### config.mk
export PLATFORM = sky130hd
export DESIGN_NAME = delay_seq_sa
export DESIGN_NICKNAME = d
export VERILOG_FILES = /design/src/rtl/delay_seq_sa.sv
export SDC_FILE = /design/constraint.sdc
export NUM_CORES = 2
export LEC_CHECK = 0
export CELL_PAD_IN_SITES_DETAIL_PLACEMENT = 2
export CELL_PAD_IN_SITES_GLOBAL_PLACEMENT = 2
export CORE_UTILIZATION = 49
export DETAILED_ROUTE_END_ITERATION = 8
export GPL_ROUTABILITY_DRIVEN = 0
export PLACE_DENSITY_LB_ADDON = 0.1
export SKIP_LAST_GASP = 1
export SLEW_MARGIN = 5
export SYNTH_ARGS = -nofsm -noshare
export SYNTH_HDL_FRONTEND = slang
export SYNTH_MEMORY_MAX_BITS = 65536
export SYNTH_SLANG_ARGS = --single-unit
### constraint.sdc
create_clock -name clk_i -period 9.9 [get_ports clk_i]
set_clock_uncertainty 0.05 [all_clocks]
set_input_delay 2.475 -clock clk_i [delete_from_list [all_inputs] [get_ports clk_i]]
set_output_delay 2.475 -clock clk_i [all_outputs]
set_load 0.05 [all_outputs]
### src/rtl/delay_seq_sa.sv
// delay_seq_sa: per-channel circular sample store plus delay-and-sum read
// sequencer. Each in_valid cycle stores one sample per channel at the write
// pointer; each accepted focal-point request reads channel ch at
// (point + delay[ch]) and streams the samples to the downstream accumulator
// framed by start_sum / sum_en / done_channel.
//
// Optional build macro: DELAY_SEQ_SA_ZERO_PAD_EN
//   defined   -> reads whose point + delay reaches past DEPTH-1 yield 0
//   undefined -> the read address wraps modulo DEPTH
module delay_seq_sa #(
    parameter int DATA_WIDTH   = 16,
    parameter int NUM_CHANNELS = 4,
    parameter int DEPTH        = 64,
    parameter int DELAY_WIDTH  = $clog2(DEPTH)
) (
    input  logic                               clk_i,
    input  logic                               reset_i,
    input  logic                               in_valid_i,
    input  logic [DATA_WIDTH*NUM_CHANNELS-1:0] in_samples_i,
    input  logic                               delay_we_i,
    input  logic [$clog2(NUM_CHANNELS)-1:0]    delay_ch_i,
    input  logic [DELAY_WIDTH-1:0]             delay_val_i,
    input  logic                               req_valid_i,
    input  logic [DELAY_WIDTH-1:0]             req_point_i,
    output logic                               req_ready_o,
    output logic                               start_sum_o,
    output logic                               sum_en_o,
    output logic [DATA_WIDTH-1:0]              delayed_sample_o,
    output logic                               done_channel_o
);

    localparam int CH_W = $clog2(NUM_CHANNELS);
    localparam logic [CH_W-1:0] LAST_CH = CH_W'(NUM_CHANNELS - 1);

    localparam logic [1:0] ST_IDLE  = 2'd0;
    localparam logic [1:0] ST_START = 2'd1;
    localparam logic [1:0] ST_RUN   = 2'd2;
    localparam logic [1:0] ST_DONE  = 2'd3;

    logic [1:0]             state_q, state_d;
    logic [CH_W-1:0]        ch_q, ch_d;
    logic [DELAY_WIDTH-1:0] point_q, point_d;
    logic [DELAY_WIDTH-1:0] wr_ptr_q;
    logic [DELAY_WIDTH-1:0] delay_q [NUM_CHANNELS];
    logic [DATA_WIDTH-1:0]  mem_q [NUM_CHANNELS][DEPTH];
    logic [DATA_WIDTH-1:0]  rd_data_q;

    logic [CH_W-1:0]        rd_ch_s;
    logic [DELAY_WIDTH-1:0] rd_delay_s;
    logic [DELAY_WIDTH-1:0] rd_addr_s;
    logic                   sample_ok_s;

    // Next-state logic of the request sequencer
    always_comb begin
        state_d = state_q;
        ch_d    = ch_q;
        point_d = point_q;
        case (state_q)
            ST_IDLE: begin
                if (req_valid_i) begin
                    state_d = ST_START;
                    point_d = req_point_i;
                end else begin
                    state_d = ST_IDLE;
                end
            end
            ST_START: begin
                state_d = ST_RUN;
                ch_d    = {CH_W{1'b0}};
            end
            ST_RUN: begin
                if (ch_q == LAST_CH) begin
                    state_d = ST_DONE;
                end else begin
                    ch_d = ch_q + CH_W'(1);
                end
            end
            ST_DONE: begin
                state_d = ST_IDLE;
            end
            default: begin
                state_d = ST_IDLE;
            end
        endcase
    end

    // Sequencer state registers; reset abandons any frame in flight
    always_ff @(posedge clk_i) begin
        if (reset_i) begin
            state_q <= ST_IDLE;
            ch_q    <= {CH_W{1'b0}};
            point_q <= {DELAY_WIDTH{1'b0}};
        end else begin
            state_q <= state_d;
            ch_q    <= ch_d;
            point_q <= point_d;
        end
    end

    // Write pointer advances on every stored vector and wraps at DEPTH
    always_ff @(posedge clk_i) begin
        if (reset_i) begin
            wr_ptr_q <= {DELAY_WIDTH{1'b0}};
        end else if (in_valid_i) begin
            wr_ptr_q <= wr_ptr_q + DELAY_WIDTH'(1);
        end
    end

    // Delay table: updates are only honoured while no frame is running
    always_ff @(posedge clk_i) begin
        if (reset_i) begin
            for (int c = 0; c < NUM_CHANNELS; c++) begin
                delay_q[c] <= {DELAY_WIDTH{1'b0}};
            end
        end else if (delay_we_i && (state_q == ST_IDLE) && (int'(delay_ch_i) < NUM_CHANNELS)) begin
            delay_q[delay_ch_i] <= delay_val_i;
        end
    end

    // Channel whose sample is fetched this cycle: ch 0 from START, ch+1 from RUN
    always_comb begin
        if ((state_q == ST_RUN) && (ch_q != LAST_CH)) begin
            rd_ch_s = ch_q + CH_W'(1);
        end else begin
            rd_ch_s = {CH_W{1'b0}};
        end
    end

    assign rd_delay_s = delay_q[rd_ch_s];

`ifdef DELAY_SEQ_SA_ZERO_PAD_EN
    logic [DELAY_WIDTH:0] rd_sum_s;
    logic                 pad_q;

    assign rd_sum_s  = {1'b0, point_q} + {1'b0, rd_delay_s};
    assign rd_addr_s = rd_sum_s[DELAY_WIDTH-1:0];

    // Remember whether the fetched address ran past the end of the buffer
    always_ff @(posedge clk_i) begin
        if (reset_i) begin
            pad_q <= 1'b0;
        end else begin
            pad_q <= rd_sum_s[DELAY_WIDTH];
        end
    end

    assign sample_ok_s = ~pad_q;
`else
    assign rd_addr_s   = point_q + rd_delay_s;
    assign sample_ok_s = 1'b1;
`endif

    // Sample buffers: store at wr_ptr, registered read-first fetch (contents survive reset)
    always_ff @(posedge clk_i) begin
        if (in_valid_i) begin
            for (int c = 0; c < NUM_CHANNELS; c++) begin
                mem_q[c][wr_ptr_q] <= in_samples_i[c*DATA_WIDTH +: DATA_WIDTH];
            end
        end
        rd_data_q <= mem_q[rd_ch_s][rd_addr_s];
    end

    // Moore outputs decoded straight from the state register
    always_comb begin
        req_ready_o    = (state_q == ST_IDLE);
        start_sum_o    = (state_q == ST_START);
        sum_en_o       = (state_q == ST_RUN);
        done_channel_o = (state_q == ST_DONE);
        if ((state_q == ST_RUN) && sample_ok_s) begin
            delayed_sample_o = rd_data_q;
        end else begin
            delayed_sample_o = {DATA_WIDTH{1'b0}};
        end
    end

endmodule

==> results.cfg, run 1 <==
[run_status]
run_status = aborted with a tool error
haltStage = detailed placement (3_5_place_dp)
toolErrorMsg = [ERROR DPL-0033] detailed placement checks failed during check placement.

[logic_synthesis]
ys_ff_latch = 4152
syn_area_per_cell_um2 = 18.3
top_cell_types_by_occurrence_after_synthesis = edfxtp_1 (4,120), nand2_1 (648), mux4_2 (507)
yosys.area.top_type = edfxtp_1
synth.cell_area_mm2 = 0.161
fraction_of_the_yosys_area_taken_by_sequential_cells_pct = 77.3
synth_cell_type_count = 81
synth-edff-count = 4120
postSynthNetCount = 8888
synth_warnings = 0
synth_area_leaders = edfxtp_1 (77%), mux4_2 (7.1%), mux2i_1 (2.3%), o221ai_1 (1.6%), nand2_1 (1.5%)
synth.most_common_cell = edfxtp_1
synthesis.instances = 8793
synth_flop_cell = edfxtp_1
yosys.area.top_type_share_pct = 76.9
ys_async_sr_fraction_pct = 0

[place]
place_hpwl_mm = 363
port_buffers = 102

[die]
die_w_um = 575
initial_utilization_pct = 49.2
num_io_pins = 103
placement_rows = 210
die_h_um = 575
through the flow:
| step | cells | instance area [um^2] | setup WS [ns] | hold slack (ns) |
|---|---|---|---|---|
| global placement | 12900 | 168000 | 2.86 | 0.408 |
| floorplan | 8793 | 161000 | 1.93 | 0.391 |
cells by family after synthesis:
| logic type | share of synthesized area [%] |
|---|---|
| compound gates | 7.13 |
| fa+ha+maj | 0.0980 |
| mux | 10.1 |
| flops | 77.3 |
| buf+inv | 1.80 |
| simple gates | 3.57 |
| xor+xnor | 0.0544 |
==> run 2, diff against run 1 <==
--- a/config.mk
+++ b/config.mk
@@ -5,12 +5,10 @@
 export SDC_FILE = /design/constraint.sdc
 export NUM_CORES = 2
 export LEC_CHECK = 0
-export CELL_PAD_IN_SITES_DETAIL_PLACEMENT = 2
-export CELL_PAD_IN_SITES_GLOBAL_PLACEMENT = 2
-export CORE_UTILIZATION = 49
+export CORE_UTILIZATION = 40
 export DETAILED_ROUTE_END_ITERATION = 8
 export GPL_ROUTABILITY_DRIVEN = 0
-export PLACE_DENSITY_LB_ADDON = 0.1
+export PLACE_DENSITY_LB_ADDON = 0.15
 export SKIP_LAST_GASP = 1
 export SLEW_MARGIN = 5
 export SYNTH_ARGS = -nofsm -noshare
==> results.cfg, run 2 <==
[drt]
detailroute.via_count = 90400
dr_wl_met3_mm = 44.1
met2WireLength_mm = 250
dr.pass1.iters = 6
routed_wire_length_per_instance_um = 36.4
vias_per_cell = 6.16
maxUsedRoutingLayer = met5
initialDrtViolationCount = 11300
wirelength_mm = 534
drc = 0
antenna_violating_nets_left = 0
wl_met1_mm = 219

[flow_run]
timing.max_cap.violations = 0

[logic_synthesis]
synth_warnings = 0
fraction_of_the_yosys_area_taken_by_sequential_cells_pct = 77.3
yosys.area.top_type = edfxtp_1
synth_area_leaders = edfxtp_1 (77%), mux4_2 (7.1%), mux2i_1 (2.3%), o221ai_1 (1.6%), nand2_1 (1.5%)
syn_area_per_cell_um2 = 18.3
postSynthNetCount = 8888
ys_async_sr_fraction_pct = 0
yosys.area.top_type_share_pct = 76.9
synth_flop_cell = edfxtp_1
ys_ff_latch = 4152
synth.most_common_cell = edfxtp_1
synth-edff-count = 4120
synthesis.instances = 8793
top_cell_types_by_occurrence_after_synthesis = edfxtp_1 (4,120), nand2_1 (648), mux4_2 (507)
synth_cell_type_count = 81
synth.cell_area_mm2 = 0.161

[power]
power_frac_seq_pct = 37.7
share_comb_of_total_power_pct = 31.6
clkPwrFrac_pct = 30.7
sw_frac_of_total_pct = 35.1
peakVddDrop_mv = 0.322
power.density_cell_area_mw_per_mm2 = 284
cellLeakagePower_nw = 56.9
p_sw_mw = 18.2
power_report.internal_total_mw = 33.6

[setup_path]
critical_path_arrival_ns = 7.98
critical_path_class = register to register
r2r_cells = 14
end_kind = register
timing.critical_path.fanout_max = 43
ff2ff_setup_slack_ns = 2.74
cp.required_ns = 10.73
r2r_start = ch_q[0]$_SDFFE_PP0P_
critical_path.reg2reg.endpoint = rd_data_q[1]$_DFF_P_
timing.critical_path.from_type = register

[run_status]
run_status = finished clean

[place]
port_buffers = 102
worst_slack_at_placement_ns = 2.78
place_hpwl_mm = 285
placed_cells_incl_taps = 13900

[sta]
finalMaxSlewViolations = 0
unrepaired_setup_endpoints_after_global_routing = no
fmax_mhz = 140
worst_pin_slew_ns = 1.43
layout_min_cycle_time_ns = 7.16
setup_viol = 0
post-route-period-util_pct = 72.3
finalHoldViolations = 0
total_negative_slack_for_setup_checks_ns = 0
post-route-worst-setup-slack_ns = 2.74
worst_slew_margin_rel_pct = 4.72

[cts]
cts_resized = 0
max-clock-path-buffers = 4
cts_root_buffer = clkbuf_16
clock_sink_count = 4152
ctsHoldBuffers = 0
tritoncts = done
deepest_level_of_the_cts_h_tree = 5
cts_clock_pin_slew_for_the_worst_setup_and_hold_paths_ns = 0.06
clk-insertion-delay-late_ns = 1.00
tritoncts.num_buffers = 430
post_cts_setup_driven_buffer_insertion_count = 0

[cells_and_area]
final_common_cell = edfxtp_1
post_layout_nonfiller_instances = 14700
drive_gt1_share_pct = 17.9
layout.filler_cells = 33900
nets = 9129
reg.largest.list = mem_q: 4096 flops, delay_q: 24 flops, rd_data_q: 16 flops
syn_to_final_growth_pct = 13.5
final_cell_mix = edfxtp_1 (4,120), nand2_1 (645), mux4_2 (507)
largest_register_ffs = 4096
top_register = mem_q
finish.utilization_pct = 45.7

[global_routing]
grt_pass1_vias = 90500
initial_antenna_violation_count = 50
grt_util_all_layers_pct = 26.0
maximum_number_of_pins_on_one_net_before_global_route_repair = 119
grt_overflow = 0
grt_pass1_wl_mm = 737

[hold_path]
hold_end = state_q[1]$_SDFFE_PP0P_
timing.hold.worst.class = register to register
min_path_cells = 2
hold_path.startpoint = state_q[1]$_SDFFE_PP0P_

[die]
num_io_pins = 103
initial_utilization_pct = 40.3
die-area_mm2 = 0.405
die_w_um = 636
core_area_mm2 = 0.400
placement_rows = 232
die_h_um = 636
## run 2: cell counts after synthesis
No cell type changed its count.
## run 2: power groups by stage
stage	Sequential [mW]	Clock [mW]	Combinational, mW
6_report	19.5	15.9	16.4
5_1_grt	19.5	16.8	17.0
4_1_cts	19.5	16.1	16.4
3_5_place_dp	19.9	0	16.3
3_3_place_gp	19.9	0	16.3
2_1_floorplan	19.8	0	9.18
## run 2: area by class of cell
cell class	instances	area [um^2]	share of cell area, %
diodes	15	37.5	0.0206
clock buffers	557	11400	6.27
clock inverters	236	2200	1.20
inverters	27	116	0.0637
multi-input cells	4012	34300	18.8
flip-flops and latches	4152	124000	68.1
well taps	5265	6590	3.61
repair buffers	411	3460	1.89
## run 2: cells by family after synthesis
family          count (synthesis)  share of synthesized area, %
compound gates               1717                          7.13
xor+xnor                       10                        0.0544
fa+ha+maj                      12                        0.0980
buf+inv                       629                          1.80
flops                        4152                          77.3
mux                           970                          10.1
simple gates                 1303                          3.57
## run 2: worst max path at each step
stage | endpoint | from | slack, ns | cells after the start
after floorplan | mem_q[0][864]$_DFFE_PP_ | in_valid_i | 1.93 | 3
after global placement | rd_data_q[1]$_DFF_P_ | ch_q[0]$_SDFFE_PP0P_ | 2.84 | 14
after detailed placement | rd_data_q[1]$_DFF_P_ | ch_q[0]$_SDFFE_PP0P_ | 2.78 | 14
after CTS | rd_data_q[1]$_DFF_P_ | ch_q[0]$_SDFFE_PP0P_ | 2.76 | 14
after global routing | rd_data_q[5]$_DFF_P_ | ch_q[0]$_SDFFE_PP0P_ | 2.49 | 13
final | rd_data_q[1]$_DFF_P_ | ch_q[0]$_SDFFE_PP0P_ | 2.74 | 14
## run 2: metal layers
layer | global-route usage [%] | vias to the layer above
li1 | - | 36500
met2 | 41.7 | 4348
met5 | 0 | -
met1 | 36.1 | 48800
met4 | 8.79 | 10
met3 | 4.36 | 821
## run 2: through the flow
step                hold slack, ns  power [mW]  area (um^2)
global route                 0.499        53.3       183000
global placement             0.431        36.2       169000
finish                       0.456        51.8       183000
floorplan                    0.391        29.0       161000
CTS                          0.453        52.0       183000
detailed placement           0.445        36.2       169000
## run 2: worst max-delay path: stages, from the launching register on
cell	delay, ns
dfxtp_4	0.69
ha_1	0.59
or3b_4	0.86
a31oi_1	0.29
ha_4	0.27
fa_4	0.51
a31o_2	0.30
xnor2_2	0.16
buf_4	0.38
nor2_1	0.58
nand2_1	0.89
buf_4	0.55
a211oi_1	0.57
a21oi_1	0.11
o2111a_1	0.17
No activity file was read; power rests on OpenSTA's default activity.
